### src/rtl/seq_slice_adder_pkg.sv
// Shared definitions for the sequential slice adder: FSM encoding and
// default operand/slice widths.
package seq_slice_adder_pkg;

  localparam int DEF_WIDTH = 16;
  localparam int DEF_SLICE = 4;

  typedef enum logic [1:0] {
    ST_IDLE = 2'd0,
    ST_RUN  = 2'd1,
    ST_DONE = 2'd2
  } state_t;

endpackage

### src/rtl/rca.sv
// 4-bit ripple-carry slice. The carry chain is purely combinational;
// c3 is the carry out of bit 3.
module rca (
  input  logic [3:0] a,
  input  logic [3:0] b,
  input  logic       cin,
  output logic       c3,
  output logic [3:0] S
);

  logic [4:0] c;

  assign c[0] = cin;

  // One full adder per bit, carry rippling upwards.
  for (genvar i = 0; i < 4; i++) begin : g_bit
    assign S[i]   = a[i] ^ b[i] ^ c[i];
    assign c[i+1] = (a[i] & b[i]) | (c[i] & (a[i] ^ b[i]));
  end

  assign c3 = c[4];

endmodule

### src/rtl/seq_slice_adder_slice.sv
// Combinational W-bit slice adder. Uses the 4-bit rca for the common
// W=4 case and a plain behavioural ripple add for any other width.
module seq_slice_adder_slice #(
  parameter int W = 4
) (
  input  logic [W-1:0] a,
  input  logic [W-1:0] b,
  input  logic         cin,
  output logic         cout,
  output logic [W-1:0] s
);

  if (W == 4) begin : g_rca
    rca u_rca (
      .a   (a),
      .b   (b),
      .cin (cin),
      .c3  (cout),
      .S   (s)
    );
  end else begin : g_generic
    assign {cout, s} = {1'b0, a} + {1'b0, b} + {{W{1'b0}}, cin};
  end

endmodule

### src/rtl/seq_slice_adder.sv
// Multi-cycle WIDTH-bit adder: one SLICE-bit slice adder is reused over
// NSLICE cycles, least-significant slice first, with a registered carry
// linking consecutive slices.
//
// Handshake: a transfer happens on a rising edge where valid && ready are
// both high. Request side: in_ready is high only in IDLE; a, b, cin are
// captured on the accepting edge and ignored otherwise. Result side:
// out_valid rises in DONE and stays high, with sum/cout/ovf stable, until
// the edge where out_ready is also high.
module seq_slice_adder
  import seq_slice_adder_pkg::*;
#(
  parameter  int WIDTH  = DEF_WIDTH,
  parameter  int SLICE  = DEF_SLICE,
  localparam int NSLICE = WIDTH / SLICE
) (
  input  logic             clk,
  input  logic             rst,
  input  logic             in_valid,
  output logic             in_ready,
  input  logic [WIDTH-1:0] a,
  input  logic [WIDTH-1:0] b,
  input  logic             cin,
  output logic             out_valid,
  input  logic             out_ready,
  output logic [WIDTH-1:0] sum,
  output logic             cout,
  output logic             ovf,
  output logic [1:0]       state_dbg
);

  localparam int              IDXW     = (NSLICE > 1) ? $clog2(NSLICE) : 1;
  localparam logic [IDXW-1:0] LAST_IDX = IDXW'(NSLICE - 1);

  state_t            state_q;
  logic [IDXW-1:0]   idx_q;
  logic [WIDTH-1:0]  a_q;
  logic [WIDTH-1:0]  b_q;
  logic [WIDTH-1:0]  sum_q;
  logic              carry_q;
  logic              cout_q;
  logic              ovf_q;
  logic              out_valid_q;
  logic              in_ready_q;

  logic [SLICE-1:0]  slice_a_d;
  logic [SLICE-1:0]  slice_b_d;
  logic [SLICE-1:0]  slice_s_d;
  logic              slice_c_d;
  logic              msb_carry_d;

  // Select the operand slice for the current step.
  assign slice_a_d = a_q[idx_q*SLICE +: SLICE];
  assign slice_b_d = b_q[idx_q*SLICE +: SLICE];

  // Carry into the MSB, recovered from the MSB sum bit; only meaningful
  // while the final slice is being processed.
  assign msb_carry_d = a_q[WIDTH-1] ^ b_q[WIDTH-1] ^ slice_s_d[SLICE-1];

  seq_slice_adder_slice #(
    .W (SLICE)
  ) u_slice (
    .a    (slice_a_d),
    .b    (slice_b_d),
    .cin  (carry_q),
    .cout (slice_c_d),
    .s    (slice_s_d)
  );

  // Control FSM plus datapath registers; all outputs are registered.
  always_ff @(posedge clk) begin
    if (rst) begin
      state_q     <= ST_IDLE;
      idx_q       <= '0;
      a_q         <= '0;
      b_q         <= '0;
      sum_q       <= '0;
      carry_q     <= 1'b0;
      cout_q      <= 1'b0;
      ovf_q       <= 1'b0;
      out_valid_q <= 1'b0;
      in_ready_q  <= 1'b0;
    end else begin
      case (state_q)
        ST_IDLE: begin
          in_ready_q <= 1'b1;
          if (in_valid && in_ready_q) begin
            a_q        <= a;
            b_q        <= b;
            carry_q    <= cin;
            sum_q      <= '0;
            idx_q      <= '0;
            in_ready_q <= 1'b0;
            state_q    <= ST_RUN;
          end
        end
        ST_RUN: begin
          sum_q[idx_q*SLICE +: SLICE] <= slice_s_d;
          carry_q                     <= slice_c_d;
          if (idx_q == LAST_IDX) begin
            cout_q      <= slice_c_d;
            ovf_q       <= msb_carry_d ^ slice_c_d;
            out_valid_q <= 1'b1;
            state_q     <= ST_DONE;
          end else begin
            idx_q <= idx_q + 1'b1;
          end
        end
        ST_DONE: begin
          if (out_ready) begin
            out_valid_q <= 1'b0;
            in_ready_q  <= 1'b1;
            state_q     <= ST_IDLE;
          end
        end
        default: begin
          state_q <= ST_IDLE;
        end
      endcase
    end
  end

  assign in_ready  = in_ready_q;
  assign out_valid = out_valid_q;
  assign sum       = sum_q;
  assign cout      = cout_q;
  assign ovf       = ovf_q;
  assign state_dbg = state_q;

endmodule

### config.mk
export PLATFORM = sky130hd
export DESIGN_NAME = seq_slice_adder
export DESIGN_NICKNAME = d
export VERILOG_FILES = /design/src/rtl/seq_slice_adder_pkg.sv /design/src/rtl/rca.sv /design/src/rtl/seq_slice_adder_slice.sv /design/src/rtl/seq_slice_adder.sv
export SDC_FILE = /design/constraint.sdc
export NUM_CORES = 1
export LEC_CHECK = 0
export CORE_MARGIN = 2
export CORE_UTILIZATION = 49
export CTS_BUF_LIST = sky130_fd_sc_hd__clkbuf_4 sky130_fd_sc_hd__clkbuf_8 sky130_fd_sc_hd__clkbuf_16
export DETAILED_ROUTE_END_ITERATION = 16
export GPL_ROUTABILITY_DRIVEN = 1
export GPL_TIMING_DRIVEN = 0
export PLACE_DENSITY_LB_ADDON = 0.08
export SLEW_MARGIN = 20
export SYNTH_ARGS = -nofsm -noshare
export SYNTH_HDL_FRONTEND = slang
export SYNTH_SLANG_ARGS = --single-unit
### constraint.sdc
create_clock -name clk -period 4.3 [get_ports clk]
set_input_delay 0.43 -clock clk [delete_from_list [all_inputs] [get_ports clk]]
set_output_delay 0.43 -clock clk [all_outputs]
set_load 0.02 [all_outputs]
==> summary.md, run 1 <==
| Metric | Value |
|---|---|
| Remaining global-route overflow | `0` |
| TritonCTS clock tree | `built` |
| Critical Setup Path Class | `flop to flop` |
| Final setup fails | `0` |
| Pwr per Cell Area | `348 mW/mm^2` |
| Post CTS Setup Buffer Count | `0` |
| Dominant cells by area after synthesis | `dfxtp_1 (45%), nand2_1 (11%), a21oi_1 (8.7%)` |
| Die Height | `75.9 microns` |
| Storage element area | `0.00114 sq mm` |
| Nets | `402` |
| Post-synth EDFFs | `0` |
| Max Slew Vio Count | `0` |
| Top-area cell type share of the netlist area | `45.0%` |
| Critical Path AT | `3700 ps` |
| Total routed wirelength | `5840 microns` |
| Post-synthesis mux area share | `7.50%` |
| Final Worst Setup Slack | `838 ps` |
| Crit path required time | `4540 ps` |
| Sequential fraction of the synthesis area | `45.0%` |
| Core footprint | `0.00504 sq mm` |
| Unrepaired setup endpoints after global routing | `false` |
| Post_cts resized | `0` |
| Depth of the worst register-to-register path | `13` |
| Critical Path Start Type | `flop` |
| Synth warn | `0` |
| # diodes | `0` |
| Drt drc | `0` |
| Yosys reg bits | `57` |
| I/O Pins | `59` |
| Die ar. | `0.00577 sq mm` |
| IO buf count | `57` |
| Post-synth top area cell | `dfxtp_1` |
| First-pass GRT wire length | `9820 microns` |
| Multi-input gate area | `0.00123 sq mm` |
| Starting density of the core | `50.3%` |
| Max-slew headroom | `60.2%` |
| Worst-margin pin slew | `597 ps` |
| Max Fclk | `0.289 GHz` |
| Adder-cell area share of the yosys netlist | `5.62%` |
| Compound-Gate Fraction of Synth Area | `14.4%` |
| Synth top cells by count | `nand2_1 (73), dfxtp_1 (57), a21oi_1 (44), inv_1 (20), clkbuf_1 (12)` |
| Leakage power | `1.18 nW` |
| Cell with the most instances after synthesis | `nand2_1` |
| Post-Syn Area | `0.00254 sq mm` |
| Max Root-Sink Buffers | `2` |
| Number of global-route vias before repair | `2,173` |
| Hold Path Stages | `2` |
| Fraction of layout cells with a size suffix above 1 | `9.97%` |
| Post-synth ARST share | `0%` |
| Setup TNS | `0 ps` |
| Most used DFF post-synth | `dfxtp_1` |
| Power, Total | `1.17 mW` |
| Die X | `75.9 microns` |
| Syn Inst Count | `288` |
| Largest net degree at the start of global routing | `11` |
| DR iter-0 viols | `53` |
| MaxCap Viol Count | `0` |
| Setup Skew | `4.07 ps` |
| CP endpoint kind | `flop` |
| Antenna violations before repair | `0` |
| Xor/xnor share of the synthesized area | `1.04%` |
| Main combinational cell family by area after synthesis | `simple AND/OR/NAND/NOR gates` |
| Root Driver | `clkbuf_8` |
| Worst skew pair latency | `330 ps` |
| Post-Route Utilization | `66.9%` |
| Post-Syn Area per Cell | `8.81 sq um` |
| Status | `completed` |
| Netlist cell types | `32` |
| CP max FO | `10` |
| Antenna Nets Post-Route | `0` |
| Tmin final | `3460 ps` |
| Vias per inst | `5.03` |
| H-tree levels | `3` |
| WL/cell | `13.5 microns` |
| CTS buffer count | `9` |
| Row cnt | `26` |
| Clock transition at the registers of the reported paths | `60 ps` |
| Worst hold-check path type | `flop to flop` |
| Final hold violation count | `0` |
| Fillcell total | `453` |
| GRT Util Overall | `21.3%` |
| CTS Hold Bufs | `0` |
| Post-synth net total | `334` |
| DR pass1 iterations | `4` |
| Synth Area in Simple Gates | `20.0%` |
| Sink Count | `57` |
| Post-DP HPWL | `4300 microns` |
| Final RePlAce weighted congestion | `0.884` |
| Tcrit/Tclk final | `80.5%` |
| Max VDD drop | `0.208 mV` |
| Vias | `2,169` |
| Syn-to-layout area delta | `33.1%` |
| Dpl ws | `806 ps` |
==> placed cells by master (no fill, tap or decap), types with 3 or more instances in the layout <==
cell type        count
a21oi_1             44
buf_2                7
clkbuf_1            12
clkbuf_8            11
clkdlybuf4s50_1     57
clkinv_2             3
dfxtp_1             57
fa_1                 4
ha_1                 5
inv_1               20
mux4_2               8
nand2_1             73
nand2b_1            11
nand3_1              5
nand3b_1             3
nor2_1               3
o22ai_1              5
o32ai_1              9
xnor2_1              3
==> final cells by class <==
class,instances,share of cell area [%]
multi-input cells,191,36.5
flip-flops and latches,57,33.8
repair buffers,57,16.9
clock buffers,13,4.93
plain buffers,20,2.59
well taps,70,2.59
inverters,20,2.22
clock inverters,3,0.445
==> worst paths after layout <==
check	slack [ps]	endpoint	from
min reg2reg	450	a_q[11]	a_q[11]
min	450	a_q[11]	a_q[11]
max reg2reg	840	ovf	idx_q[0]
max	840	ovf	idx_q[0]
==> sequential cells by signal (all words and copies together) (netlist names) <==
name,count
in_ready,1
sum,16
carry_q,1
idx_q,2
ovf,1
cout,1
state_dbg,2
b_q,16
out_valid,1
a_q,16
==> metal layers <==
layer,global-route usage (%),up-vias,part of all wire (%)
li1,-,1109,-
met1,25.2,999,44
met2,38.6,54,50
met3,3.93,7,4.0
met4,7.82,0,1.3
met5,0,-,0
==> through the flow <==
step                hold slack, ps  instance area, sq um  cells
floorplan                      433                  2540    288
global placement               439                  3190    415
detailed placement             445                  3190    415
CTS                            454                  3380    431
global route                   476                  3380    431
finish                         452                  3380    431
==> worst max-delay path, stage by stage (launching register included) <==
cell and delay [ps]:
dfxtp_1 490, buf_2 360, mux4_2 540, inv_1 80, fa_1 150, inv_1 50
fa_1 350, inv_1 70, fa_1 150, inv_1 50, fa_1 560, xnor2_1 150
xnor2_1 110, a311oi_1 260
==> power breakdown <==
| part | leakage, nW | total (mW) | switching, mW | internal, mW |
|---|---|---|---|---|
| clock | 0.100 | 0.456 | 0.205 | 0.251 |
| combinational | 0.616 | 0.158 | 0.0799 | 0.0780 |
| sequential | 0.463 | 0.561 | 0.0130 | 0.548 |
==> logic make-up (layout without fill, tap and decap cells) <==
kind of cell	count (synthesis)	in the layout
buffers and inverters	40	113
and+or+nand+nor	107	107
xor gates and xnor gates	3	3
DFF	57	57
muxes	9	9
adders and majority gates	9	9
AOI/OAI and AO/OA	63	63
No activity file was read; power rests on OpenSTA's default activity.
==> inputs of run 2 (changes only) <==
==> constraint.sdc (replaced) <==
create_clock -name clk -period 3.4 [get_ports clk]
set_input_delay 0.34 -clock clk [delete_from_list [all_inputs] [get_ports clk]]
set_output_delay 0.34 -clock clk [all_outputs]
set_load 0.02 [all_outputs]
==> run 2 against run 1 <==
Effect of this change:
- utilization rose by 0.35 points
- clock power rose by 27%
- die area did not move
- cell count did not move
- critical path type unchanged
- global-route usage did not move
==> summary.md, run 2 (synthesized netlist as in run 1, its figures left out) <==
| Metric | Value |
|---|---|
| Max-slew headroom | `60.3% (+0.14 points)` |
| Crit path required time | `3640 ps (-900 ps)` |
| Die X | `75.9 microns (unchanged)` |
| Critical Path Start | `idx_q[1]` |
| R2R Setup Slk | `210 ps (-620 ps)` |
| Die Height | `75.9 microns (unchanged)` |
| Power, Total | `1.49 mW (+27%)` |
| Drt drc | `0 (unchanged)` |
| Post CTS Setup Buffer Count | `0 (unchanged)` |
| Antenna violations before repair | `0 (unchanged)` |
| Max Root-Sink Buffers | `2 (unchanged)` |
| Status | `completed` |
| # diodes | `0 (unchanged)` |
| Post-place instance area | `0.00319 sq mm (unchanged)` |
| DR pass1 iterations | `4 (unchanged)` |
| Total routed wirelength | `5860 microns (+0.31%)` |
| Critical Path Sink | `ovf` |
| Row cnt | `26 (unchanged)` |
| Hold path startpoint | `a_q[11]` |
| Tmin final | `3190 ps (-276 ps)` |
| Die ar. | `0.00577 sq mm (unchanged)` |
| Final Worst Setup Slack | `214 ps (-624 ps)` |
| Setup Skew | `5.29 ps (+1.22 ps)` |
| Critical Path AT | `3430 ps (-270 ps)` |
| Internal power | `1.11 mW (+27%)` |
| Max VDD drop | `0.262 mV (+26%)` |
| Worst skew pair latency | `330 ps (about the same)` |
| Max Fclk | `0.314 GHz (+8.7%)` |
| First-pass GRT wire length | `9820 microns (unchanged)` |
| Fraction of layout cells with a size suffix above 1 | `10.5% (+0.55 points)` |
| Starting density of the core | `50.3% (unchanged)` |
| Switch Pwr | `0.379 mW (+27%)` |
| Worst hold-check path type | `flop to flop` |
| I/O Pins | `59 (unchanged)` |
| Largest net degree at the start of global routing | `11 (unchanged)` |
| Worst-margin pin slew | `595 ps (-2.06 ps)` |
| CP max FO | `10 (unchanged)` |
| WL/cell | `13.6 microns (+0.31%)` |
| Critical R2R Capture | `ovf` |
| DR iter-0 viols | `53 (unchanged)` |
| GRT Util Overall | `21.3% (unchanged)` |
| CTS Hold Bufs | `0 (unchanged)` |
| CTS buffer count | `9 (unchanged)` |
| Pwr per Cell Area | `439 mW/mm^2 (+26%)` |
| Depth of the worst register-to-register path | `13 (unchanged)` |
| Switching Share | `25.4% (+0.047 points)` |
| Tcrit/Tclk final | `93.7% (+13 points)` |
| Final hold violation count | `0 (unchanged)` |
| Number of global-route vias before repair | `2,173 (unchanged)` |
| Clock power share | `38.8% (about the same)` |
| Final setup fails | `0 (unchanged)` |
| Post-DP HPWL | `4300 microns (unchanged)` |
| Sink Count | `57 (unchanged)` |
| Logic gate share of total power | `13.5% (about the same)` |
| Nets | `402 (unchanged)` |
| Max Slew Vio Count | `0 (unchanged)` |
| Root Driver | `clkbuf_8` |
| Clock transition at the registers of the reported paths | `60 ps (about the same)` |
| Core footprint | `0.00504 sq mm (unchanged)` |
| Leakage power | `1.18 nW (+0.23%)` |
| Most common cell after layout, fill and taps aside | `nand2_1` |
| Post-route cell area | `0.00339 sq mm (+0.52%)` |
| Antenna Nets Post-Route | `0 (unchanged)` |
| IO buf count | `57 (unchanged)` |
| Critical Setup Path Class | `flop to flop` |
| Unrepaired setup endpoints after global routing | `false` |
| CP endpoint kind | `flop` |
| TritonCTS clock tree | `built` |
| Vias | `2,183 (+0.65%)` |
| Critical Path Start Type | `flop` |
| Final RePlAce weighted congestion | `0.884 (unchanged)` |
| Vias per inst | `5.06 (+0.65%)` |
| Reg-to-Reg Start | `idx_q[1]` |
| Flop pwr share | `47.7% (about the same)` |
| Syn-to-layout area delta | `33.8%` |
| Remaining global-route overflow | `0 (unchanged)` |
| MaxCap Viol Count | `0 (unchanged)` |
| Most frequent cells in the layout | `nand2_1 (73), clkdlybuf4s50_1 (57), dfxtp_1 (55)` |
| H-tree levels | `3 (unchanged)` |
| Dpl ws | `-94.4 ps (-900 ps)` |
-- run 2: per-layer routing --
metal | vias up | wire length (microns) | global-route usage [%]
met2 | 62 | 2930 | 38.6
met4 | 0 | 76 | 7.82
li1 | 1112 | - | -
met5 | - | 0 | 0
met1 | 1002 | 2520 | 25.2
met3 | 7 | 336 | 3.93
-- run 2: how the worst min path moves through the flow --
stage | endpoint | slack, ps | cells after the start
after detailed placement | a_q[11] | 450 | 2
final | a_q[11] | 450 | 2
after CTS | a_q[11] | 450 | 2
after global placement | b_q[8] | 440 | 2
after floorplan | a_q[10] | 430 | 2
after global routing | a_q[11] | 480 | 2
-- run 2: repair_timing --
| action | CTS | global route |
|---|---|---|
| pin swaps | 0 | 0 |
| endpoints found under the setup margin | 1 | 1 |
| gates resized for setup | 2 | 6 |
-- run 2: layout make-up --
class	count	area [sq um]
Multi-Input combinational cell	191	1230
Inverter	20	75.1
Tap cell	70	87.6
Timing Repair Buffer	57	571
Clock inverter	3	15.0
Buffer	20	100
Clock buffer	13	166
Fill cell	449	1650
Sequential cell	57	1150
-- run 2: power by group through the flow --
stage	clock network (mW)	registers (mW)	logic [mW]
3_5_place_dp	0	0.724	0.200
5_1_grt	0.608	0.712	0.224
3_3_place_gp	0	0.722	0.198
6_report	0.577	0.710	0.201
2_1_floorplan	0	0.723	0.116
4_1_cts	0.584	0.709	0.201
-- run 2: per-stage QoR --
step                      hold slack [ps]  TNS, ps  instances  util [%]
after floorplan                       433        0        288         -
after global placement                439    -33.7        415      63.3
after detailed placement              445    -94.4        415      63.3
after CTS                             454        0        431      67.0
after global routing                  476        0        431      67.3
final                                 453        0        431      67.3
-- run 2: critical path: stages, from the launching register on --
cell      delay, ps
dfxtp_2         370
buf_6           170
mux4_2          530
inv_1           100
fa_1            160
inv_1            50
fa_1            350
inv_1            70
fa_1            150
inv_1            50
fa_1            560
xnor2_1         160
xnor2_1         110
a311oi_1        260
==> inputs of run 3 (changes only) <==
--- a/config.mk
+++ b/config.mk
@@ -11,7 +11,7 @@
 export DETAILED_ROUTE_END_ITERATION = 16
 export GPL_ROUTABILITY_DRIVEN = 1
 export GPL_TIMING_DRIVEN = 0
-export PLACE_DENSITY_LB_ADDON = 0.08
+export PLACE_DENSITY = 0.76
 export SLEW_MARGIN = 20
 export SYNTH_ARGS = -nofsm -noshare
 export SYNTH_HDL_FRONTEND = slang
==> run 3 against run 2 <==
Effect of this change:
- setup slack lost 40 ps
- cell count decreased by 0.70%
- sequential cell count is the same
- highest routed layer unchanged
- non-clock buffer count unchanged
- power down 3.9%
- largest cell class unchanged
- register-to-register slack worse by 40 ps
- clock skew grew 2.1 ps
- fmax fell by 1.2%
- clock power shrank 9.9%
- die area stayed put
==> summary.md, run 3 (synthesized netlist as in run 1, its figures left out) <==
| Metric | Value |
|---|---|
| Largest net degree at the start of global routing | `11 (unchanged)` |
| Fraction of layout cells with a size suffix above 1 | `9.50% (-1.0 points)` |
| Critical Path Start Type | `flop` |
| Max Slew Vio Count | `0 (unchanged)` |
| Crit path required time | `3640 ps (about the same)` |
| Pwr per Cell Area | `426 mW/mm^2 (-3.0%)` |
| Hold slack | `456 ps (+3.03 ps)` |
| Post-Route Utilization | `66.7% (-0.62 points)` |
| Worst hold-check path type | `flop to flop` |
| R2R Setup Slk | `170 ps (-40 ps)` |
| # diodes | `0 (unchanged)` |
| Antenna Nets Post-Route | `0 (unchanged)` |
| Leakage power | `1.16 nW (-1.4%)` |
| Status | `completed` |
| First-pass GRT wire length | `9650 microns (-1.7%)` |
| Number of global-route vias before repair | `2,005 (-7.7%)` |
| DR pass1 iterations | `4 (unchanged)` |
| Final setup fails | `0 (unchanged)` |
| Starting density of the core | `50.3% (unchanged)` |
| Critical Setup Path Class | `flop to flop` |
| Die Height | `75.9 microns (unchanged)` |
| Worst skew pair latency | `330 ps (about the same)` |
| Nets | `402 (unchanged)` |
| WL/cell | `13.6 microns (about the same)` |
| Antenna violations before repair | `0 (unchanged)` |
| Core footprint | `0.00504 sq mm (unchanged)` |
| Drt drc | `0 (unchanged)` |
| Post_cts resized | `1 (-1)` |
| IO buf count | `57 (unchanged)` |
| MaxCap Viol Count | `0 (unchanged)` |
| CTS buffer count | `9 (unchanged)` |
| Met2 Use GR | `35.5% (-3.0 points)` |
| Most frequent cells in the layout | `nand2_1 (73), clkdlybuf4s50_1 (57), dfxtp_1 (56)` |
| Critical R2R Capture | `ovf` |
| Tcrit/Tclk final | `94.9% (+1.2 points)` |
| GRT Util Overall | `21.2% (-0.080 points)` |
| Vias per inst | `5.16 (+1.9%)` |
| Placed Instances | `415 (unchanged)` |
| Max-slew headroom | `64.1% (+3.8 points)` |
| Row cnt | `26 (unchanged)` |
| Hold path startpoint | `b_q[12]` |
| Max Root-Sink Buffers | `2 (unchanged)` |
| Final RePlAce weighted congestion | `0.784 (-11%)` |
| Critical Path AT | `3460 ps (+30 ps)` |
| Sink Count | `57 (unchanged)` |
| H-tree levels | `3 (unchanged)` |
| Setup TNS | `0 ps (unchanged)` |
| TritonCTS clock tree | `built` |
| Post-DP HPWL | `4250 microns (-1.2%)` |
| Post-place instance area | `0.00319 sq mm (unchanged)` |
| Unrepaired setup endpoints after global routing | `false` |
| WHS Endpoint | `b_q[12]` |
| Setup Skew | `7.42 ps (+2.12 ps)` |
| Worst-margin pin slew | `539 ps (-56.4 ps)` |
| Depth of the worst register-to-register path | `13 (unchanged)` |
| Die X | `75.9 microns (unchanged)` |
| Final std cells w/o fill | `428 (-0.70%)` |
| Root Driver | `clkbuf_8` |
| Remaining global-route overflow | `0 (unchanged)` |
| Final hold violation count | `0 (unchanged)` |
| CP endpoint kind | `flop` |
| Reg-to-Reg Start | `idx_q[1]` |
| I/O Pins | `59 (unchanged)` |
| Post CTS Setup Buffer Count | `0 (unchanged)` |
| Most common cell after layout, fill and taps aside | `nand2_1` |
| Die ar. | `0.00577 sq mm (unchanged)` |
| DR iter-0 viols | `47 (-11%)` |
| Hold Path Stages | `2 (unchanged)` |
| Post-route cell area | `0.00336 sq mm (-0.92%)` |
| CP max FO | `10 (unchanged)` |
| Syn-to-layout area delta | `32.6%` |
| Total routed wirelength | `5820 microns (-0.65%)` |
| Max VDD drop | `0.297 mV (+13%)` |
| Top Usage Layer GRT | `met2` |
| Vias | `2,208 (+1.1%)` |
| Max Fclk | `0.310 GHz (-1.2%)` |
| Met3 usage | `5.71% (+1.8 points)` |
| Clock transition at the registers of the reported paths | `60 ps (about the same)` |
| Met1 Usage GRT | `26.3% (+1.1 points)` |
| Tmin final | `3230 ps (+39.9 ps)` |
| CTS Hold Bufs | `0 (unchanged)` |
[run 3: cell count changes in the layout (fill, tap and decap cells not counted)]
cell / previous run / this run
buf_4: 1 / 2
buf_6: 2 / 1
clkbuf_8: 11 / 10
clkinv_2: 3 / 1
dfxtp_1: 55 / 56
dfxtp_4: 1 / 0
[run 3: area by class of cell]
type / instances / area [sq um]
plain buffers: 20 / 96.3
clock buffers: 12 / 153
clock inverters: 1 / 5.00
fillers: 438 / 1680
inverters: 20 / 75.1
multi-input cells: 191 / 1230
flip-flops and latches: 57 / 1140
well taps: 70 / 87.6
repair buffers: 57 / 571
[run 3: metrics by stage]
stage	power, mW	setup slack [ps]
final	1.43	174
after global routing	1.49	4.27
after CTS	1.44	36.7
after detailed placement	0.923	-38.0
after global placement	0.918	-22.3
after floorplan	0.839	265
[run 3: worst max path at each step]
stage              from  endpoint  slack [ps]  cells past startpoint
2_1_floorplan  idx_q[0]       ovf         270                     13
3_3_place_gp   idx_q[0]       ovf         -20                     13
3_5_place_dp   idx_q[0]       ovf         -40                     13
4_1_cts        idx_q[0]       ovf          40                     13
5_1_grt        idx_q[1]       ovf           4                     13
6_report       idx_q[1]       ovf         170                     13
[run 3: worst max-delay path: stages, from the launching register on]
cell	delay [ps]
dfxtp_1	390
buf_4	230
mux4_2	530
inv_1	100
fa_1	170
inv_1	50
fa_1	350
inv_1	80
fa_1	150
inv_1	50
fa_1	450
xnor2_1	250
xnor2_1	90
a311oi_1	250
[run 3: where the power goes]
group | internal, mW | switching, mW | total (mW) | leakage, nW
registers | 0.693 | 0.0169 | 0.710 | 0.463
logic | 0.0998 | 0.101 | 0.200 | 0.617
clock network | 0.287 | 0.233 | 0.520 | 0.0850
[run 3: per-layer routing]
layer | vias to the layer above | wire, microns
li1 | 1114 | -
met1 | 1019 | 2570
met2 | 63 | 2870
met3 | 12 | 280
met4 | 0 | 95
met5 | - | 0
